[src/rtl/seq_scan_ctrl.sv]
// -----------------------------------------------------------------------------
// seq_scan_ctrl
//
// Word-to-bit sequencing controller wrapped around an overlapping "1001"
// detector. A parallel word is accepted over a valid/ready handshake, shifted
// MSB-first into the detector one bit per clock, and the number of matches
// completed inside that word is then offered on a result handshake. A 16-bit
// saturating total of all matches since reset/clear is kept alongside.
//
// Handshakes: a transfer happens on a rising edge where valid and ready are
// both high. The producer holds in_valid/in_data stable until it sees in_ready;
// the controller holds out_valid/out_count/total_count stable until it sees
// out_ready. in_ready is a combinational decode; every other output is a flop.
//
// Ports
//   clock        rising-edge clock
//   reset        asynchronous active-low reset
//   in_valid     producer offers in_data
//   in_ready     word accepted this cycle (IDLE and no clear)
//   in_data      word to scan, bit WIDTH-1 shifted first
//   clear        restart detector history and total_count (IDLE only)
//   out_valid    per-word result available
//   out_ready    consumer takes the result
//   out_count    matches completed within the reported word
//   total_count  saturating match total since reset/clear
//   busy         high in SHIFT or REPORT
//   det_state    detector state code (D0..D4)
//   ctrl_state   control FSM state code (IDLE=0, SHIFT=1, REPORT=2)
// -----------------------------------------------------------------------------
module seq_scan_ctrl #(
   parameter int WIDTH = 8,
   parameter int CNT_W = 4
) (
   input  logic             clock,
   input  logic             reset,
   input  logic             in_valid,
   output logic             in_ready,
   input  logic [WIDTH-1:0] in_data,
   input  logic             clear,
   output logic             out_valid,
   input  logic             out_ready,
   output logic [CNT_W-1:0] out_count,
   output logic [15:0]      total_count,
   output logic             busy,
   output logic [2:0]       det_state,
   output logic [1:0]       ctrl_state
);

   localparam int BCW = $clog2(WIDTH + 1);

   typedef enum logic [1:0] {
      ST_IDLE   = 2'd0,
      ST_SHIFT  = 2'd1,
      ST_REPORT = 2'd2
   } ctrl_e;

   // Detector codes are kept as a plain 3-bit vector so that the unused
   // codes 101..111 are representable and recover to D0.
   localparam logic [2:0] D0 = 3'b000;
   localparam logic [2:0] D1 = 3'b001;
   localparam logic [2:0] D2 = 3'b010;
   localparam logic [2:0] D3 = 3'b011;
   localparam logic [2:0] D4 = 3'b100;

   ctrl_e            state_q, state_d;
   logic [2:0]       det_q, det_d;
   logic [WIDTH-1:0] shreg_q, shreg_d;
   logic [BCW-1:0]   cnt_q, cnt_d;
   logic             out_valid_q, out_valid_d;
   logic [CNT_W-1:0] out_count_q, out_count_d;
   logic [15:0]      total_q, total_d;
   logic             busy_q, busy_d;
   logic [2:0]       det_nxt;

   // Overlapping 1001 transition function. After a match (D4) the trailing
   // '1' is reused as the start of the next pattern.
   function automatic logic [2:0] det_next(input logic [2:0] cur, input logic b);
      logic [2:0] nxt;
      case (cur)
         D0:      nxt = b ? D1 : D0;
         D1:      nxt = b ? D1 : D2;
         D2:      nxt = b ? D1 : D3;
         D3:      nxt = b ? D4 : D0;
         D4:      nxt = b ? D1 : D2;
         default: nxt = D0;
      endcase
      return nxt;
   endfunction

   // Accept only when idle; clear wins over a pending word.
   assign in_ready = (state_q == ST_IDLE) && !clear;

   always_comb begin
      state_d     = state_q;
      det_d       = det_q;
      shreg_d     = shreg_q;
      cnt_d       = cnt_q;
      out_valid_d = out_valid_q;
      out_count_d = out_count_q;
      total_d     = total_q;
      busy_d      = busy_q;
      det_nxt     = det_next(det_q, shreg_q[WIDTH-1]);

      case (state_q)
         ST_IDLE: begin
            if (clear) begin
               det_d   = D0;
               total_d = 16'd0;
            end else if (in_valid) begin
               shreg_d     = in_data;
               cnt_d       = BCW'(WIDTH);
               out_count_d = '0;
               state_d     = ST_SHIFT;
               busy_d      = 1'b1;
            end
         end

         ST_SHIFT: begin
            det_d   = det_nxt;
            shreg_d = {shreg_q[WIDTH-2:0], 1'b0};
            cnt_d   = cnt_q - BCW'(1);
            if (det_nxt == D4) begin
               out_count_d = out_count_q + CNT_W'(1);
               if (total_q != 16'hFFFF) begin
                  total_d = total_q + 16'd1;
               end
            end
            // Last bit of the word is being shifted on this edge.
            if (cnt_q == BCW'(1)) begin
               state_d     = ST_REPORT;
               out_valid_d = 1'b1;
            end
         end

         ST_REPORT: begin
            if (out_ready) begin
               state_d     = ST_IDLE;
               out_valid_d = 1'b0;
               busy_d      = 1'b0;
            end
         end

         default: begin
            state_d     = ST_IDLE;
            out_valid_d = 1'b0;
            busy_d      = 1'b0;
         end
      endcase
   end

   always_ff @(posedge clock or negedge reset) begin
      if (!reset) begin
         state_q     <= ST_IDLE;
         det_q       <= D0;
         shreg_q     <= '0;
         cnt_q       <= '0;
         out_valid_q <= 1'b0;
         out_count_q <= '0;
         total_q     <= 16'd0;
         busy_q      <= 1'b0;
      end else begin
         state_q     <= state_d;
         det_q       <= det_d;
         shreg_q     <= shreg_d;
         cnt_q       <= cnt_d;
         out_valid_q <= out_valid_d;
         out_count_q <= out_count_d;
         total_q     <= total_d;
         busy_q      <= busy_d;
      end
   end

   assign out_valid   = out_valid_q;
   assign out_count   = out_count_q;
   assign total_count = total_q;
   assign busy        = busy_q;
   assign det_state   = det_q;
   assign ctrl_state  = state_q;

endmodule

[config.mk]
export PLATFORM = sky130hd
export DESIGN_NAME = seq_scan_ctrl
export DESIGN_NICKNAME = d
export VERILOG_FILES = /design/src/rtl/seq_scan_ctrl.sv
export SDC_FILE = /design/constraint.sdc
export NUM_CORES = 1
export LEC_CHECK = 0
export BUFFER_PORTS_ARGS = -buffer_cell sky130_fd_sc_hd__clkbuf_2
export CORE_AREA = 2 2 65 67
export DETAILED_ROUTE_END_ITERATION = 8
export DIE_AREA = 0 0 67 69
export GPL_ROUTABILITY_DRIVEN = 0
export PLACE_DENSITY = 0.78
export SYNTH_ARGS = -nofsm -noshare
export SYNTH_HDL_FRONTEND = slang
export SYNTH_SLANG_ARGS = --single-unit
[constraint.sdc]
create_clock -name clock -period 4.5 [get_ports clock]
set_input_delay 0.675 -clock clock [delete_from_list [all_inputs] [get_ports clock]]
set_output_delay 0.675 -clock clock [all_outputs]
set_load 0.01 [all_outputs]
==> results of run 1 <==
==> how the worst max path moves through the flow <==
stage | endpoint | cells after the start
after floorplan | total_count[15] | 5
after global placement | total_count[15] | 4
after detailed placement | total_count[15] | 4
after CTS | total_count[15] | 4
after global routing | total_count[12] | 4
final | total_count[15] | 4
==> tightest hold or removal path, delay by kind of cell, from the launching register on <==
family,cells,cell delay [ns]
DFF,1,0.35
and+or+nand+nor,1,0.05
AOI/OAI and AO/OA,1,0.06
==> metrics by stage <==
stage / cells / total power, mW / hold WS (ns) / utilization (%)
floorplan: 221 / 0.772 / 0.379 / -
global placement: 305 / 0.876 / 0.465 / 59.6
detailed placement: 305 / 0.892 / 0.480 / 59.6
CTS: 313 / 1.20 / 0.497 / 62.6
global route: 313 / 1.28 / 0.532 / 62.6
finish: 313 / 1.19 / 0.493 / 62.6
==> registers in the layout, summed over array words and instances (netlist names) <==
signal / flops
cnt_q: 4
shreg_q: 8
out_valid: 1
total_count: 16
out_count: 4
det_state: 3
busy: 1
ctrl_state: 2
==> layout make-up <==
| cell class | instances | area share (%) |
|---|---|---|
| multi-input cells | 165 | 42.5 |
| flip-flops and latches | 39 | 39.8 |
| repair buffers | 43 | 9.09 |
| clock buffers | 6 | 3.37 |
| well taps | 50 | 2.55 |
| clock inverters | 2 | 1.43 |
| inverters | 8 | 1.23 |
==> metal layers <==
| layer | wire length [µm] | GRT usage (%) |
|---|---|---|
| met4 | 85 | 8.16 |
| met2 | 2120 | 33.1 |
| met3 | 215 | 5.55 |
| met1 | 2040 | 29.3 |
| met5 | 0 | 0 |
==> cell usage after synthesis (5+ instances only) <==
cell                       number
sky130_fd_sc_hd__dfrtp_1       39
sky130_fd_sc_hd__inv_1          8
sky130_fd_sc_hd__or4_1          9
sky130_fd_sc_hd__nand2_1       31
sky130_fd_sc_hd__mux2i_1       15
sky130_fd_sc_hd__o21ai_0       10
sky130_fd_sc_hd__nor3_1         6
sky130_fd_sc_hd__a21oi_1       11
sky130_fd_sc_hd__nand3_1        6
sky130_fd_sc_hd__or2_2          5
sky130_fd_sc_hd__clkbuf_1       8
sky130_fd_sc_hd__nor2_1        19
sky130_fd_sc_hd__nand4_1        5
==> power by group through the flow <==
stage / clock, mW / sequential, mW / combinational [mW]
after floorplan: 0 / 0.506 / 0.266
after global placement: 0 / 0.516 / 0.360
after detailed placement: 0 / 0.521 / 0.371
after CTS: 0.313 / 0.515 / 0.374
after global routing: 0.329 / 0.530 / 0.423
final: 0.305 / 0.515 / 0.369
==> cells by family (layout without fill, tap and decap cells) <==
logic type / Yosys count / after routing / synth area share, %
DFF: 39 / 39 / 46.9
buffers and inverters: 17 / 59 / 3.12
xor gates and xnor gates: 5 / 5 / 2.10
adders and majority gates: 4 / 4 / 2.40
and+or+nand+nor: 95 / 95 / 24.0
muxes: 18 / 18 / 8.83
AOI/OAI and AO/OA: 43 / 43 / 12.7
==> impl_metrics.xml, run 1 <==
<?xml version="1.0" encoding="UTF-8"?>
<metrics>
  <group name="sta">
    <metric name="finClkSkew" unit="ns">0.00593</metric>
    <metric name="fin_tns_setup" unit="ns">0</metric>
    <metric name="fmax" unit="GHz">0.407</metric>
    <metric name="timing.final.ws_setup" unit="ns">2.04</metric>
    <metric name="slew_headroom" unit="%">24.5</metric>
    <metric name="finalMaxSlewViolations" unit="">0</metric>
    <metric name="setup_viol_count_final" unit="">0</metric>
    <metric name="rsz0062_at_grt" unit="">false</metric>
    <metric name="fin_crit_period" unit="ns">2.46</metric>
    <metric name="final.period_utilization" unit="%">54.6</metric>
    <metric name="worst_pin_slew" unit="ns">1.12</metric>
    <metric name="report.final.hold_viol_count" unit="">0</metric>
  </group>
  <group name="global_route">
    <metric name="antenna_found_initial" unit="">0</metric>
    <metric name="grt_first_pass_wirelength" unit="µm">7790</metric>
    <metric name="grt_util_all_layers" unit="%">21.7</metric>
    <metric name="number_of_global_route_vias_before_repair" unit="">1630</metric>
    <metric name="grt_start_max_net_pins" unit="">40</metric>
    <metric name="grt_remaining_overflow" unit="">0</metric>
  </group>
  <group name="flow_run">
    <metric name="drv_cap" unit="">0</metric>
  </group>
  <group name="pwr">
    <metric name="p_leak" unit="nW">1.12</metric>
    <metric name="power-per-cell-area" unit="nW/µm²">486</metric>
    <metric name="max-vdd-ir-drop" unit="µV">288</metric>
    <metric name="fraction_of_power_consumed_by_combinational_cells" unit="%">31.0</metric>
    <metric name="power_report.internal_total" unit="µW">761</metric>
    <metric name="p_clk_share" unit="%">25.7</metric>
    <metric name="p_switching" unit="µW">429</metric>
    <metric name="sequentialPowerShare" unit="%">43.3</metric>
    <metric name="switching_share" unit="%">36.1</metric>
  </group>
  <group name="synthesis">
    <metric name="synth.net_count" unit="">238</metric>
    <metric name="synth-edff-count" unit="">0</metric>
    <metric name="synth-seq-area-share" unit="%">46.9</metric>
    <metric name="netlist_area" unit="µm²">2080</metric>
    <metric name="unique_masters_post_synth" unit="">37</metric>
    <metric name="synth.largest_area_cell" unit="">sky130_fd_sc_hd__dfrtp_1</metric>
    <metric name="synth.ff_latch_count" unit="">39</metric>
    <metric name="cell_count_after_synthesis" unit="">221</metric>
    <metric name="yosys.area.top_type_share" unit="%">46.9</metric>
    <metric name="netlist_top_cells_area" unit="">sky130_fd_sc_hd__dfrtp_1 47%, sky130_fd_sc_hd__mux2i_1 7.2%, sky130_fd_sc_hd__nand2_1 5.6%</metric>
    <metric name="postSynth.topFlopCell" unit="">sky130_fd_sc_hd__dfrtp_1</metric>
    <metric name="synth_area_per_cell" unit="µm²">9.42</metric>
    <metric name="async_reset_ff_share" unit="%">100</metric>
    <metric name="ys.warnings.count" unit="">0</metric>
  </group>
  <group name="cts">
    <metric name="clock_latency_on_the_worst_skew_pair" unit="ns">0.30</metric>
    <metric name="post-cts-setup-buffer-count" unit="">0</metric>
    <metric name="cts.path.max_buffers" unit="">2</metric>
    <metric name="tritoncts_clock_tree" unit="">yes</metric>
    <metric name="clkSlewWorstSetupHoldPaths" unit="ns">0.08</metric>
    <metric name="ctsHoldBuffers" unit="">0</metric>
    <metric name="post_cts_sizing_count" unit="">0</metric>
    <metric name="cts-buffers-inserted" unit="">5</metric>
    <metric name="clk_root_buffer_cell" unit="">sky130_fd_sc_hd__clkbuf_8</metric>
    <metric name="clkSinkCount" unit="">39</metric>
    <metric name="cts.htree.levels" unit="">2</metric>
  </group>
  <group name="floorplan">
    <metric name="initial_utilization" unit="%">53.2</metric>
    <metric name="design.die.area" unit="µm²">4620</metric>
    <metric name="dieWidth" unit="µm">67</metric>
    <metric name="row_count" unit="">23</metric>
    <metric name="area_of_the_core" unit="µm²">3910</metric>
    <metric name="die_height" unit="µm">69</metric>
    <metric name="boundaryPins" unit="">41</metric>
  </group>
  <group name="detailed_routing">
    <metric name="num_vias" unit="">1769</metric>
    <metric name="routed_wirelength" unit="µm">4460</metric>
    <metric name="route.detailed.drc" unit="">0</metric>
    <metric name="post_drt_via_cell_ratio" unit="">5.65</metric>
    <metric name="first_pass_iters" unit="">4</metric>
    <metric name="drt_iter0_markers" unit="">112</metric>
    <metric name="ant_nets" unit="">0</metric>
    <metric name="avgRoutedWirePerCell" unit="µm">14.2</metric>
  </group>
  <group name="min_path">
    <metric name="hold_path.class" unit="">flip-flop to flip-flop</metric>
    <metric name="min_path_cells" unit="">2</metric>
    <metric name="hold_end" unit="">shreg_q[4]</metric>
    <metric name="holdCritStartpoint" unit="">shreg_q[3]</metric>
  </group>
  <group name="status">
    <metric name="status" unit="">finished clean</metric>
  </group>
  <group name="worst_setup_path">
    <metric name="critical-path-max-stage-delay" unit="ns">0.71</metric>
    <metric name="crit_family" unit="">simple AND/OR/NAND/NOR gates</metric>
    <metric name="setup.worst_path.start" unit="">ctrl_state[0]</metric>
    <metric name="crit-reg2reg-capture" unit="">total_count[15]</metric>
    <metric name="worstPathCellList" unit="">nand2b_1 -&gt; or4_1 -&gt; or4_1 -&gt; a21oi_1</metric>
    <metric name="crit_type" unit="">flip-flop to flip-flop</metric>
    <metric name="crit_path_max_fanout" unit="">15</metric>
    <metric name="reg2reg_depth" unit="">4</metric>
    <metric name="slowest_stage" unit="">sky130_fd_sc_hd__or4_1</metric>
    <metric name="worstPathRequired" unit="ns">4.72</metric>
    <metric name="reg2reg_slack" unit="ns">2.04</metric>
    <metric name="critical_path.startpoint_type" unit="">flip-flop</metric>
    <metric name="worst_path_most_repeated_cell" unit="">sky130_fd_sc_hd__or4_1</metric>
    <metric name="worstReg2RegStart" unit="">ctrl_state[0]</metric>
    <metric name="worstPathArrival" unit="ns">2.68</metric>
    <metric name="worst_setup_path_end_kind" unit="">flip-flop</metric>
    <metric name="critical_path_buf_inv_count" unit="">0</metric>
  </group>
  <group name="finish">
    <metric name="final_common_cell" unit="">sky130_fd_sc_hd__clkbuf_2</metric>
    <metric name="num_antenna_cells" unit="">0</metric>
    <metric name="multi_input_area" unit="µm²">1040</metric>
    <metric name="finish.instance_area" unit="µm²">2450</metric>
    <metric name="area.growth.synth_to_final" unit="%">17.7</metric>
    <metric name="final_layout_size_suffix_gt1_share" unit="%">23.2</metric>
    <metric name="final_cell_mix" unit="">40 x sky130_fd_sc_hd__clkbuf_2, 39 x sky130_fd_sc_hd__dfrtp_1, 31 x sky130_fd_sc_hd__nand2_1, 19 x sky130_fd_sc_hd__nor2_1, 15 x sky130_fd_sc_hd__mux2i_1</metric>
    <metric name="final_nets" unit="">279</metric>
    <metric name="num-fill-cells" unit="">372</metric>
    <metric name="ff_latch_area" unit="µm²">976</metric>
  </group>
  <group name="placed_design">
    <metric name="dp_slack" unit="ns">2.09</metric>
    <metric name="placedInstanceArea" unit="µm²">2330</metric>
    <metric name="hpwl" unit="µm">3100</metric>
    <metric name="io_buffer_count" unit="">40</metric>
  </group>
</metrics>
Note: power is estimated with default switching activity, not from simulation.
==> inputs of run 2 (changes only) <==
Settings changed: CORE_AREA 2 2 65 67 to 2 2 66 68, DIE_AREA 0 0 67 69 to 0 0 68 70, PLACE_DENSITY 0.78 to 0.75.
Clock period 4.5 ns to 2.27 ns, I/O delays scaled along.
==> run 2 against run 1 <==
- combinational power up 120%
- setup slack got worse by 1.9 ns
- final area increased by 2.6%
- sequential share of layout area down 0.99 points
- maximum frequency is 17% higher
- count of clock-buffer cells in the layout stayed put
- non-clock buffer count increased by 8
- register-to-register slack worse by 1.9 ns
- critical path type unchanged
- critical endpoint unchanged
==> impl_metrics.xml, run 2 (synthesized netlist as in run 1, its figures left out) <==
<?xml version="1.0" encoding="UTF-8"?>
<metrics>
  <group name="global_route">
    <metric name="antenna_found_initial" unit="">0</metric>
    <metric name="grt_remaining_overflow" unit="">0</metric>
    <metric name="grt_util_all_layers" unit="%">21.5</metric>
    <metric name="grt_first_pass_wirelength" unit="µm">7750</metric>
    <metric name="number_of_global_route_vias_before_repair" unit="">1668</metric>
    <metric name="grt_start_max_net_pins" unit="">26</metric>
  </group>
  <group name="detailed_routing">
    <metric name="avgRoutedWirePerCell" unit="µm">14.1</metric>
    <metric name="ant_nets" unit="">0</metric>
    <metric name="num_vias" unit="">1823</metric>
    <metric name="route.detailed.drc" unit="">0</metric>
    <metric name="routed_wirelength" unit="µm">4550</metric>
    <metric name="drt_iter0_markers" unit="">101</metric>
    <metric name="first_pass_iters" unit="">4</metric>
    <metric name="post_drt_via_cell_ratio" unit="">5.64</metric>
  </group>
  <group name="pwr">
    <metric name="switching_share" unit="%">35.7</metric>
    <metric name="p_clk_share" unit="%">25.1</metric>
    <metric name="power-per-cell-area" unit="nW/µm²">956</metric>
    <metric name="p_switching" unit="µW">858</metric>
    <metric name="fin_total_pwr" unit="mW">2.40</metric>
    <metric name="power_report.internal_total" unit="mW">1.54</metric>
    <metric name="max-vdd-ir-drop" unit="µV">576</metric>
    <metric name="sequentialPowerShare" unit="%">41.0</metric>
    <metric name="fraction_of_power_consumed_by_combinational_cells" unit="%">33.9</metric>
    <metric name="p_leak" unit="nW">1.16</metric>
  </group>
  <group name="sta">
    <metric name="fin_tns_setup" unit="ns">0</metric>
    <metric name="setup_viol_count_final" unit="">0</metric>
    <metric name="finalMaxSlewViolations" unit="">0</metric>
    <metric name="finClkSkew" unit="ns">0.00612</metric>
    <metric name="slew_headroom" unit="%">57.4</metric>
    <metric name="report.final.hold_viol_count" unit="">0</metric>
    <metric name="rsz0062_at_grt" unit="">false</metric>
    <metric name="fmax" unit="GHz">0.474</metric>
    <metric name="final.period_utilization" unit="%">92.9</metric>
    <metric name="worst_pin_slew" unit="ns">0.639</metric>
    <metric name="fin_crit_period" unit="ns">2.11</metric>
    <metric name="fin_hold_ws" unit="ns">0.0451</metric>
    <metric name="timing.final.ws_setup" unit="ns">0.161</metric>
  </group>
  <group name="cts">
    <metric name="clock_latency_on_the_worst_skew_pair" unit="ns">0.30</metric>
    <metric name="cts.htree.levels" unit="">2</metric>
    <metric name="cts.path.max_buffers" unit="">2</metric>
    <metric name="tritoncts_clock_tree" unit="">yes</metric>
    <metric name="cts-buffers-inserted" unit="">5</metric>
    <metric name="clkSlewWorstSetupHoldPaths" unit="ns">0.08</metric>
    <metric name="post-cts-setup-buffer-count" unit="">0</metric>
    <metric name="ctsHoldBuffers" unit="">0</metric>
    <metric name="post_cts_sizing_count" unit="">0</metric>
    <metric name="clkSinkCount" unit="">39</metric>
    <metric name="clk_root_buffer_cell" unit="">sky130_fd_sc_hd__clkbuf_8</metric>
  </group>
  <group name="finish">
    <metric name="final_layout_size_suffix_gt1_share" unit="%">25.5</metric>
    <metric name="final_nets" unit="">287</metric>
    <metric name="final_common_cell" unit="">sky130_fd_sc_hd__clkbuf_2</metric>
    <metric name="number_of_cells_in_the_finished_layout_apart_from_fillers" unit="">323</metric>
    <metric name="num-fill-cells" unit="">370</metric>
    <metric name="final_cell_mix" unit="">40 x sky130_fd_sc_hd__clkbuf_2, 39 x sky130_fd_sc_hd__dfrtp_1, 31 x sky130_fd_sc_hd__nand2_1, 19 x sky130_fd_sc_hd__nor2_1, 15 x sky130_fd_sc_hd__mux2i_1</metric>
    <metric name="layout.core_utilization" unit="%">60.6</metric>
    <metric name="area.growth.synth_to_final" unit="%">20.7</metric>
    <metric name="num_antenna_cells" unit="">0</metric>
    <metric name="finish.instance_area" unit="µm²">2510</metric>
    <metric name="max_ffs_per_register" unit="">16</metric>
  </group>
  <group name="placed_design">
    <metric name="numPlacedInstances" unit="">315</metric>
    <metric name="hpwl" unit="µm">3280</metric>
    <metric name="dp_slack" unit="ns">0.190</metric>
    <metric name="placedInstanceArea" unit="µm²">2390</metric>
    <metric name="io_buffer_count" unit="">40</metric>
  </group>
  <group name="floorplan">
    <metric name="area_of_the_core" unit="µm²">4140</metric>
    <metric name="boundaryPins" unit="">41</metric>
    <metric name="row_count" unit="">24</metric>
    <metric name="dieWidth" unit="µm">68</metric>
    <metric name="die_height" unit="µm">70</metric>
    <metric name="design.die.area" unit="µm²">4760</metric>
    <metric name="initial_utilization" unit="%">50.2</metric>
  </group>
  <group name="worst_setup_path">
    <metric name="crit_type" unit="">flip-flop to flip-flop</metric>
    <metric name="critical_path.startpoint_type" unit="">flip-flop</metric>
    <metric name="crit-reg2reg-capture" unit="">total_count[15]</metric>
    <metric name="reg2reg_slack" unit="ns">0.16</metric>
    <metric name="worst_setup_path_end_kind" unit="">flip-flop</metric>
    <metric name="worstPathArrival" unit="ns">2.34</metric>
    <metric name="worstPathRequired" unit="ns">2.50</metric>
    <metric name="crit_path_max_fanout" unit="">9</metric>
    <metric name="worstReg2RegStart" unit="">det_state[0]</metric>
    <metric name="reg2reg_depth" unit="">4</metric>
  </group>
  <group name="min_path">
    <metric name="hold_path.class" unit="">input port to asynchronous set/reset pin</metric>
  </group>
  <group name="flow_run">
    <metric name="drv_cap" unit="">0</metric>
  </group>
  <group name="status">
    <metric name="status" unit="">finished clean</metric>
  </group>
</metrics>
==> run 2: cell types whose count changed in the layout (fill, tap and decap cells not counted) <==
cell,previous run,this run
sky130_fd_sc_hd__buf_4,3,11
==> run 2: area by class of cell <==
cell class              count  area, µm²  area share (%)
inverters                   8       30.0            1.20
repair buffers             51        283            11.3
well taps                  52       65.1            2.59
flip-flops and latches     39        976            38.8
multi-input cells         165       1040            41.4
clock buffers               6       82.6            3.29
clock inverters             2       35.0            1.39
==> run 2: layer usage <==
metal | GRT usage (%) | routed length, µm
met3 | 4.67 | 171
met2 | 33.4 | 2120
met1 | 29.0 | 2190
met5 | 0 | 0
met4 | 8.00 | 74
==> run 2: worst max path at each step <==
stage / start / endpoint / slack, ns / cells after the start
floorplan: det_state[2] / total_count[15] / 0.26 / 5
global placement: det_state[0] / total_count[15] / 0.24 / 4
detailed placement: det_state[0] / total_count[15] / 0.19 / 4
CTS: det_state[0] / total_count[15] / 0.18 / 4
global route: det_state[0] / total_count[15] / 0.05 / 4
finish: det_state[0] / total_count[15] / 0.16 / 4
==> run 2: critical path: stages (launching register included) <==
cell and delay, ns:
sky130_fd_sc_hd__dfrtp_1 0.49, sky130_fd_sc_hd__nand4b_4 0.18, sky130_fd_sc_hd__or4_1 0.71, sky130_fd_sc_hd__or4_1 0.51, sky130_fd_sc_hd__a21oi_1 0.14
==> run 2: power by group through the flow <==
stage / logic, mW / clock network (mW) / registers, mW
2_1_floorplan: 0.527 / 0 / 1.00
3_3_place_gp: 0.793 / 0 / 0.986
3_5_place_dp: 0.819 / 0 / 0.996
4_1_cts: 0.825 / 0.612 / 0.983
5_1_grt: 0.923 / 0.645 / 1.00
6_report: 0.814 / 0.603 / 0.984
